===== src/rtl/clk_lock_rst_seq_if.sv =====
`default_nettype none
// +----------------------------------------------------------------------------+
// | Module   : clk_lock_rst_seq_if                                             |
// | Brief    : Lock-status / reset-sequencer signal bundle                     |
// | Revision : 1.0 - initial release                                           |
// +----------------------------------------------------------------------------+
interface clk_lock_rst_seq_if #(
  parameter int LOSS_CNT_W = 8
);
  logic                  clk_locked_i;
  logic                  sw_rst_i;
  logic                  clr_stat_i;
  logic                  rst_core_n_o;
  logic                  rst_mac_n_o;
  logic                  ready_o;
  logic                  lock_lost_o;
  logic [LOSS_CNT_W-1:0] loss_cnt_o;
  logic [1:0]            state_o;

  modport master (
    output clk_locked_i, sw_rst_i, clr_stat_i,
    input  rst_core_n_o, rst_mac_n_o, ready_o, lock_lost_o, loss_cnt_o, state_o
  );

  modport slave (
    input  clk_locked_i, sw_rst_i, clr_stat_i,
    output rst_core_n_o, rst_mac_n_o, ready_o, lock_lost_o, loss_cnt_o, state_o
  );
endinterface
`default_nettype wire


===== src/rtl/clk_lock_rst_seq.sv =====
`default_nettype none
// +----------------------------------------------------------------------------+
// | Module   : clk_lock_rst_seq                                                |
// | Brief    : Qualifies clock-manager lock, sequences core then MAC reset     |
// | Revision : 1.0 - initial release                                           |
// +----------------------------------------------------------------------------+
module clk_lock_rst_seq #(
  parameter int SYNC_STAGES   = 2,
  parameter int STABLE_CYCLES = 1024,
  parameter int RST_GAP       = 16,
  parameter int LOSS_CNT_W    = 8
) (
  input  wire logic           clk_in,
  input  wire logic           rst_in,
  clk_lock_rst_seq_if.slave   lk
);

  localparam int c_MAX_CYC = (STABLE_CYCLES > RST_GAP) ? STABLE_CYCLES : RST_GAP;
  localparam int c_CNT_W   = $clog2(c_MAX_CYC) + 1;

  localparam logic [c_CNT_W-1:0]    c_STABLE_LAST = c_CNT_W'(STABLE_CYCLES - 1);
  localparam logic [c_CNT_W-1:0]    c_GAP_LAST    = c_CNT_W'(RST_GAP - 1);
  localparam logic [c_CNT_W-1:0]    c_CNT_ONE     = c_CNT_W'(1);
  localparam logic [LOSS_CNT_W-1:0] c_LOSS_MAX    = '1;
  localparam logic [LOSS_CNT_W-1:0] c_LOSS_ONE    = LOSS_CNT_W'(1);

  typedef enum logic [1:0] {
    ST_WAIT   = 2'd0,
    ST_STABLE = 2'd1,
    ST_GAP    = 2'd2,
    ST_RUN    = 2'd3
  } state_t;

  logic [SYNC_STAGES-1:0] r_sync;
  logic                   w_locked_s;
  state_t                 r_state;
  state_t                 w_state_nxt;
  logic [c_CNT_W-1:0]     r_cnt;
  logic [c_CNT_W-1:0]     w_cnt_nxt;
  logic                   w_loss;
  logic                   r_core_n;
  logic                   r_mac_n;
  logic                   r_ready;
  logic                   r_lost;
  logic [LOSS_CNT_W-1:0]  r_loss_cnt;
  logic                   w_lost_base;
  logic [LOSS_CNT_W-1:0]  w_loss_base;

  assign w_locked_s = r_sync[SYNC_STAGES-1];

  always_ff @(posedge clk_in or negedge rst_in) begin
    if (!rst_in) begin
      r_sync <= '0;
    end else begin
      r_sync <= {r_sync[SYNC_STAGES-2:0], lk.clk_locked_i};
    end
  end

  always_comb begin
    w_state_nxt = r_state;
    w_cnt_nxt   = r_cnt;
    w_loss      = 1'b0;
    case (r_state)
      ST_WAIT: begin
        if (!lk.sw_rst_i && w_locked_s) w_state_nxt = ST_STABLE;
      end
      ST_STABLE: begin
        // A dropout while qualifying is a restart, not a loss.
        if (!w_locked_s || lk.sw_rst_i) w_state_nxt = ST_WAIT;
        else if (r_cnt == c_STABLE_LAST) w_state_nxt = ST_GAP;
        else w_cnt_nxt = r_cnt + c_CNT_ONE;
      end
      ST_GAP: begin
        if (!w_locked_s) begin
          w_state_nxt = ST_WAIT;
          w_loss      = 1'b1;
        end else if (lk.sw_rst_i) w_state_nxt = ST_WAIT;
        else if (r_cnt == c_GAP_LAST) w_state_nxt = ST_RUN;
        else w_cnt_nxt = r_cnt + c_CNT_ONE;
      end
      ST_RUN: begin
        if (!w_locked_s) begin
          w_state_nxt = ST_WAIT;
          w_loss      = 1'b1;
        end else if (lk.sw_rst_i) w_state_nxt = ST_WAIT;
      end
      default: w_state_nxt = ST_WAIT;
    endcase
    if (w_state_nxt != r_state) w_cnt_nxt = '0;
  end

  // Clear is applied before the increment, so a coincident loss yields a count of one.
  assign w_lost_base = lk.clr_stat_i ? 1'b0 : r_lost;
  assign w_loss_base = lk.clr_stat_i ? '0   : r_loss_cnt;

  always_ff @(posedge clk_in or negedge rst_in) begin
    if (!rst_in) begin
      r_state    <= ST_WAIT;
      r_cnt      <= '0;
      r_core_n   <= 1'b0;
      r_mac_n    <= 1'b0;
      r_ready    <= 1'b0;
      r_lost     <= 1'b0;
      r_loss_cnt <= '0;
    end else begin
      r_state  <= w_state_nxt;
      r_cnt    <= w_cnt_nxt;
      r_core_n <= (w_state_nxt == ST_GAP) || (w_state_nxt == ST_RUN);
      r_mac_n  <= (w_state_nxt == ST_RUN);
      r_ready  <= (w_state_nxt == ST_RUN);
      r_lost   <= w_loss | w_lost_base;
      if (w_loss && (w_loss_base != c_LOSS_MAX)) r_loss_cnt <= w_loss_base + c_LOSS_ONE;
      else r_loss_cnt <= w_loss_base;
    end
  end

  assign lk.rst_core_n_o = r_core_n;
  assign lk.rst_mac_n_o  = r_mac_n;
  assign lk.ready_o      = r_ready;
  assign lk.lock_lost_o  = r_lost;
  assign lk.loss_cnt_o   = r_loss_cnt;
  assign lk.state_o      = r_state;

endmodule
`default_nettype wire


===== src/flat_wrapper.sv =====
// flat-port wrapper written by rule: the top's interface ports become plain ports
module clk_lock_rst_seq_flat 
#(
  parameter int SYNC_STAGES   = 2,
  parameter int STABLE_CYCLES = 1024,
  parameter int RST_GAP       = 16,
  parameter int LOSS_CNT_W    = 8
)
  (clk_in, rst_in, lk_clk_locked_i, lk_sw_rst_i, lk_clr_stat_i, lk_rst_core_n_o, lk_rst_mac_n_o, lk_ready_o, lk_lock_lost_o, lk_loss_cnt_o, lk_state_o);
  clk_lock_rst_seq_if #(.LOSS_CNT_W(LOSS_CNT_W)) lk_i ();
  input  wire logic clk_in;
  input  wire logic rst_in;
  input wire logic [$bits(lk_i.clk_locked_i)-1:0] lk_clk_locked_i;
  input wire logic [$bits(lk_i.sw_rst_i)-1:0] lk_sw_rst_i;
  input wire logic [$bits(lk_i.clr_stat_i)-1:0] lk_clr_stat_i;
  output wire logic [$bits(lk_i.rst_core_n_o)-1:0] lk_rst_core_n_o;
  output wire logic [$bits(lk_i.rst_mac_n_o)-1:0] lk_rst_mac_n_o;
  output wire logic [$bits(lk_i.ready_o)-1:0] lk_ready_o;
  output wire logic [$bits(lk_i.lock_lost_o)-1:0] lk_lock_lost_o;
  output wire logic [$bits(lk_i.loss_cnt_o)-1:0] lk_loss_cnt_o;
  output wire logic [$bits(lk_i.state_o)-1:0] lk_state_o;
  assign lk_i.clk_locked_i = lk_clk_locked_i;
  assign lk_i.sw_rst_i = lk_sw_rst_i;
  assign lk_i.clr_stat_i = lk_clr_stat_i;
  assign lk_rst_core_n_o = lk_i.rst_core_n_o;
  assign lk_rst_mac_n_o = lk_i.rst_mac_n_o;
  assign lk_ready_o = lk_i.ready_o;
  assign lk_lock_lost_o = lk_i.lock_lost_o;
  assign lk_loss_cnt_o = lk_i.loss_cnt_o;
  assign lk_state_o = lk_i.state_o;
  clk_lock_rst_seq #(.SYNC_STAGES(SYNC_STAGES), .STABLE_CYCLES(STABLE_CYCLES), .RST_GAP(RST_GAP), .LOSS_CNT_W(LOSS_CNT_W)) u_core (.clk_in(clk_in), .rst_in(rst_in), .lk(lk_i));
endmodule

===== config.mk =====
export PLATFORM = sky130hd
export DESIGN_NAME = clk_lock_rst_seq_flat
export DESIGN_NICKNAME = d
export VERILOG_FILES = /design/src/rtl/clk_lock_rst_seq_if.sv /design/src/rtl/clk_lock_rst_seq.sv /design/src/flat_wrapper.sv
export SDC_FILE = /design/constraint.sdc
export NUM_CORES = 1
export LEC_CHECK = 0
export BUFFER_PORTS_ARGS = -buffer_cell sky130_fd_sc_hd__clkbuf_2
export CAP_MARGIN = 20
export CORE_ASPECT_RATIO = 1.75
export CORE_MARGIN = 1
export CORE_UTILIZATION = 42
export CTS_CLUSTER_DIAMETER = 60
export DETAILED_ROUTE_END_ITERATION = 8
export RECOVER_POWER = 100
export SYNTH_ARGS = -nofsm -noshare
export SYNTH_HDL_FRONTEND = slang
export SYNTH_SLANG_ARGS = --single-unit

===== constraint.sdc =====
create_clock -name clk_in -period 5.5 [get_ports clk_in]
set_input_delay 1.375 -clock clk_in [delete_from_list [all_inputs] [get_ports clk_in]]
set_output_delay 1.375 -clock clk_in [all_outputs]
set_load 0.01 [all_outputs]

---- Word-level counts from Yosys, hierarchy flattened ----
Index checks and enable logic that the tools add are counted.
word-level totals
  register bits after elaboration ......... 26
  input port bits ......................... 5
  output and inout bits ................... 14
  word-level logic and storage cells ...... 55
cells by class
  add/subtract/negate cells ............... 2
  equality and inequality tests ........... 14
  muxes and demuxes ....................... 21
  bitwise gates (word level) .............. 1
  reductions and logical operators ........ 10
operator list
  cell                   count
  $mux 11                6
  $pmux 11 s2            1
  $mux 2                 8
  $mux 8                 2
  $add 11x1->11 const B  1
  $eq 11x10->1 const B   1
  $eq 11x4->1 const B    1
  $ne 3x3->1 const B     3
  $add 8x1->8 const B    1
  $eq 2x2->1 const B     4
  $ne 8x8->1 const B     1
  $pmux 2 s4             1
  $reduce_and 6->1       1
  $mux 1                 3
  $ne 3x1->1 const B     1
  $ne 3x2->1 const B     1
  $reduce_bool 3->1      1
  $eq 2x1->1 const B     1
  $logic_and 1x1->1      2
  $logic_not 1->1        2
  $logic_not 2->1        1
  $logic_or 1x1->1       2
  $ne 2x2->1             1
  $reduce_or 2->1        1
  $or 1x1->1             1

---- Longest topological paths before layout ----
  depth after elaboration ................. 8
  mapped depth ............................ 9
  mapped depth without buffers ............ 7

---- Least setup slack after synthesis ----
Ideal clock, no wire load.
  path type ............................... in2reg
  start ................................... input lk_sw_rst_i
  end ..................................... register u_core.r_cnt[9]
  setup time .............................. 0.077 ns
  arrival ................................. 2.883 ns
  required time ........................... 5.423 ns
  path slack .............................. 2.540 ns
  cell stages on the path ................. 6
  buffers on the path ..................... 1
  path through ............................ and2b_1 -> o21ai_0 -> or3_1 -> buf_2 -> or4b_2 -> a21oi_1
between the ends
  longest elaborated chain between the ends .. 7
ends and longest elaborated chain
  what                                          line                     source
  from (decl)                                   flat_wrapper.sv:14       input wire logic [$bits(lk_i.sw_rst_i)-1:0] lk_sw_rst_i;
  $logic_not 1->1                               clk_lock_rst_seq.sv:65   if (!lk.sw_rst_i && w_locked_s) w_state_nxt = ST_STABLE;
  $logic_and 1x1->1                             clk_lock_rst_seq.sv:65
  $mux 2                                        clk_lock_rst_seq.sv:65
  $pmux 2 s4                                    clk_lock_rst_seq.sv:63   case (r_state)
  $ne 2x2->1                                    clk_lock_rst_seq.sv:89   if (w_state_nxt != r_state) w_cnt_nxt = '0;
  $ne 3x1->1 (no line) (tied with other cells)  --
  $reduce_and 6->1 (no line)                    --
  to (signal assigned)                          clk_lock_rst_seq.sv:107  r_cnt <= w_cnt_nxt;
  to (decl)                                     clk_lock_rst_seq.sv:38   logic [c_CNT_W-1:0] r_cnt;
Several ways; a longest one is shown, not always the timed one.
A chain may end at the register's enable or synchronous reset.

---- Final worst setup path ----
Ends and elaborated chain as after synthesis.

==> summary.txt <==
Status
  • Run status: completed

Detailed routing
  • Antenna-violating nets left: 0
  • DRC violations left: 0
  • Via/cell ratio: 5.67
  • DR vias: 1174
  • Total Wirelength: around 2900 um
  • Detailed Route Iter0 Violations: 28
  • Wire per inst: ~14 um
  • Pre-Repair DR Iteration Count: 4

Place
  • RD Place Congestion: 0.809
  • Post-DP Area: roughly 1500 um2
  • Number of port buffers: 18
  • Detailed Place HPWL: 2120 um

Yosys
  • EDFF count, synth: 0
  • Count leader, synth: dfrtp_1
  • Synth area leader: dfrtp_1
  • Avg Cell Area, Syn: just under 10 um2
  • Top cell type's share of synthesized area: a little under half
  • Sequential area share after synthesis: between 40% and 50%
  • Syn Nets: between 150 and 200
  • Top cells by area, synth: dfrtp_1, ha_1, a21oi_1
  • Synth top cells by count: dfrtp_1, nand2_1, a21oi_1, nor2_1
  • Main synth FF type: dfrtp_1
  • Synth async-reset ratio: 100%
  • Synth Warn #: 0
  • FF+latch count, synth: 26
  • Cells after synthesis: ~150
  • Synth Cell Area: 1430 um2
  • Yosys cell types: 42

GRT
  • GRT met2 Usage: a little under a third
  • GRT Max-Usage Layer: met2
  • GR Layer Usage met1: between 20% and 30%
  • GRT Util Overall: approximately a fifth
  • GRT overflow: 0
  • Antenna violations before repair: 0
  • Largest net degree at the start of global routing: 27
  • Vias in the first global route: ~1200
  • First-pass GRT wire length: about 5200 um
  • Met3 global-route usage: around 2.7%

Final layout
  • Ant. Diodes: 0
  • Final nets: between 150 and 200
  • P&R area growth vs syn: 11.3%
  • Final Cell Area: approximately 1600 um2
  • Layout cell share with drive strength beyond 1: under 10%
  • Reg area: approximately 650 um2
  • Fillers: around 310
  • Multi-input logic area: between 700 and 800 um2

Worst setup path
  • R2r setup slk: roughly 2800 ps
  • CP Class: in -> reg
  • Crit Path Max Fanout: 18
  • CP startpoint kind: primary input
  • WP data arrival: between 3000 and 4000 ps
  • Crit path capture type: register
  • Worst Path Required: between 5000 and 6000 ps

Power and ir drop
  • Max rail drop VDD: between 0.15 and 0.2 mV
  • Power per cell area: 310 nW/um2
  • Leakage: ~0.00066 uW

STA
  • Actual slew at the worst max-slew pin: approximately 1400 ps
  • RSZ-0062 raised after global routing: no
  • Final period util: 55.3%
  • Fin crit period: ~3000 ps
  • Relative slew slack: approximately 8.5%
  • Hold Vio Cnt, Final: 0
  • Final setup fails: 0
  • Fmax: 329 MHz
  • Hold WS: 364 ps
  • Final slew viol count: 0
  • Setup Skew: 1.03 ps
  • Total negative setup slack: 0 ps

Die
  • Die X: 46.1 um
  • FP Rows: 27
  • Die height: between 70 and 80 um
  • Starting Density: between 40% and 50%
  • Die Area: between 3000 and 4000 um2
  • # IOs: 19
  • Core Region: about 3200 um2

Clock network
  • Clk pin slew, worst setup/hold paths: roughly 90 ps
  • Root buffer cell: clkbuf_8
  • CTS H-tree depth: 1
  • Clock sink total: 26
  • Post CTS Setup Buffer Count: 0
  • CTS tree: done
  • CTS resizes: 0
  • Clock Latency Late Sink: between 200 and 300 ps
  • CTS buffer count: 3
  • CTS Hold Buffers Added: 0
  • Clock Tree Buf Depth: 2

Hold path
  • Hold Crit Class: reg -> reg

Flow run
  • Max-capacitance violation count: 0
[where the power goes]
group	internal (uW)	switching [uW]	leakage, uW	total (uW)
Sequential	205	18.9	0.000355	224
Combinational	35.7	74.5	0.000268	110
Clock	97.4	61.4	0.0000357	159
[state kept, by name, summed over array words and instances, names as in the netlist]
register and flops:
u_core.lk.loss_cnt_o 8, u_core.r_sync 2, u_core.lk.rst_mac_n_o 1, u_core.r_cnt 11
u_core.lk.state_o 2, u_core.lk.lock_lost_o 1, u_core.lk.rst_core_n_o 1
[worst max-delay path, stage by stage]
cell      delay, ps
clkbuf_2         80
and2b_1         250
o21ai_0         120
or3_1           550
or4b_2          680
a21oi_1         160
[final cells by class]
type | instances | area share (%)
clock buffer | 3 | 2.59
clock inverter | 1 | 1.89
inverter | 5 | 1.18
multi-input combinational | 111 | 45.7
sequential | 26 | 40.9
tap | 43 | 3.38
timing repair buffer | 18 | 4.40
[path summary, 6_finish.rpt]
kind,start,end,depth (start not counted)
hold reg to reg,u_core.r_sync[0],u_core.r_sync[1],0
setup / recovery,lk_sw_rst_i,u_core.r_cnt[9],6
min in group asynchronous,rst_in,u_core.lk.rst_core_n_o,1
max in group asynchronous,rst_in,u_core.lk.rst_mac_n_o,1
setup reg to reg,u_core.lk.state_o[0],u_core.r_cnt[1],7
hold / removal,u_core.r_sync[0],u_core.r_sync[1],0
[metrics by stage]
| stage | worst slack [ps] | total power [uW] | std cells | utilization [%] |
|---|---|---|---|---|
| floorplan | 2540 | 318 | 146 | - |
| global placement | 2240 | 335 | 203 | 48.1 |
| detailed placement | 2180 | 337 | 203 | 48.1 |
| CTS | 2470 | 499 | 207 | 50.4 |
| global route | 2310 | 524 | 207 | 49.6 |
| finish | 2460 | 493 | 207 | 49.6 |
[cell families (layout without fill, tap and decap cells)]
logic type | Yosys count | in the layout | share of synthesized area (%)
DFF | 26 | 26 | 45.5
xor gates and xnor gates | 7 | 7 | 4.29
and+or+nand+nor | 64 | 64 | 25.9
muxes | 2 | 2 | 1.40
AOI/OAI and AO/OA | 32 | 32 | 14.3
buffers and inverters | 9 | 27 | 3.32
adders and majority gates | 6 | 6 | 5.25
[layout by cell type, fill, tap and decap left out, drive strengths merged, types with 6 or more instances in the layout]
master / count
dfrtp: 26
or3: 8
nand3: 6
ha: 6
a21oi: 10
nand2: 12
clkbuf: 21
o21ai: 7
nor2: 10
[layer usage]
layer | part of all wire, % | vias up
met5 | 0 | -
met4 | 1.4 | 0
met2 | 55 | 29
met1 | 42 | 567
li1 | - | 572
met3 | 2.0 | 6
(Power assumes the default switching activity.)
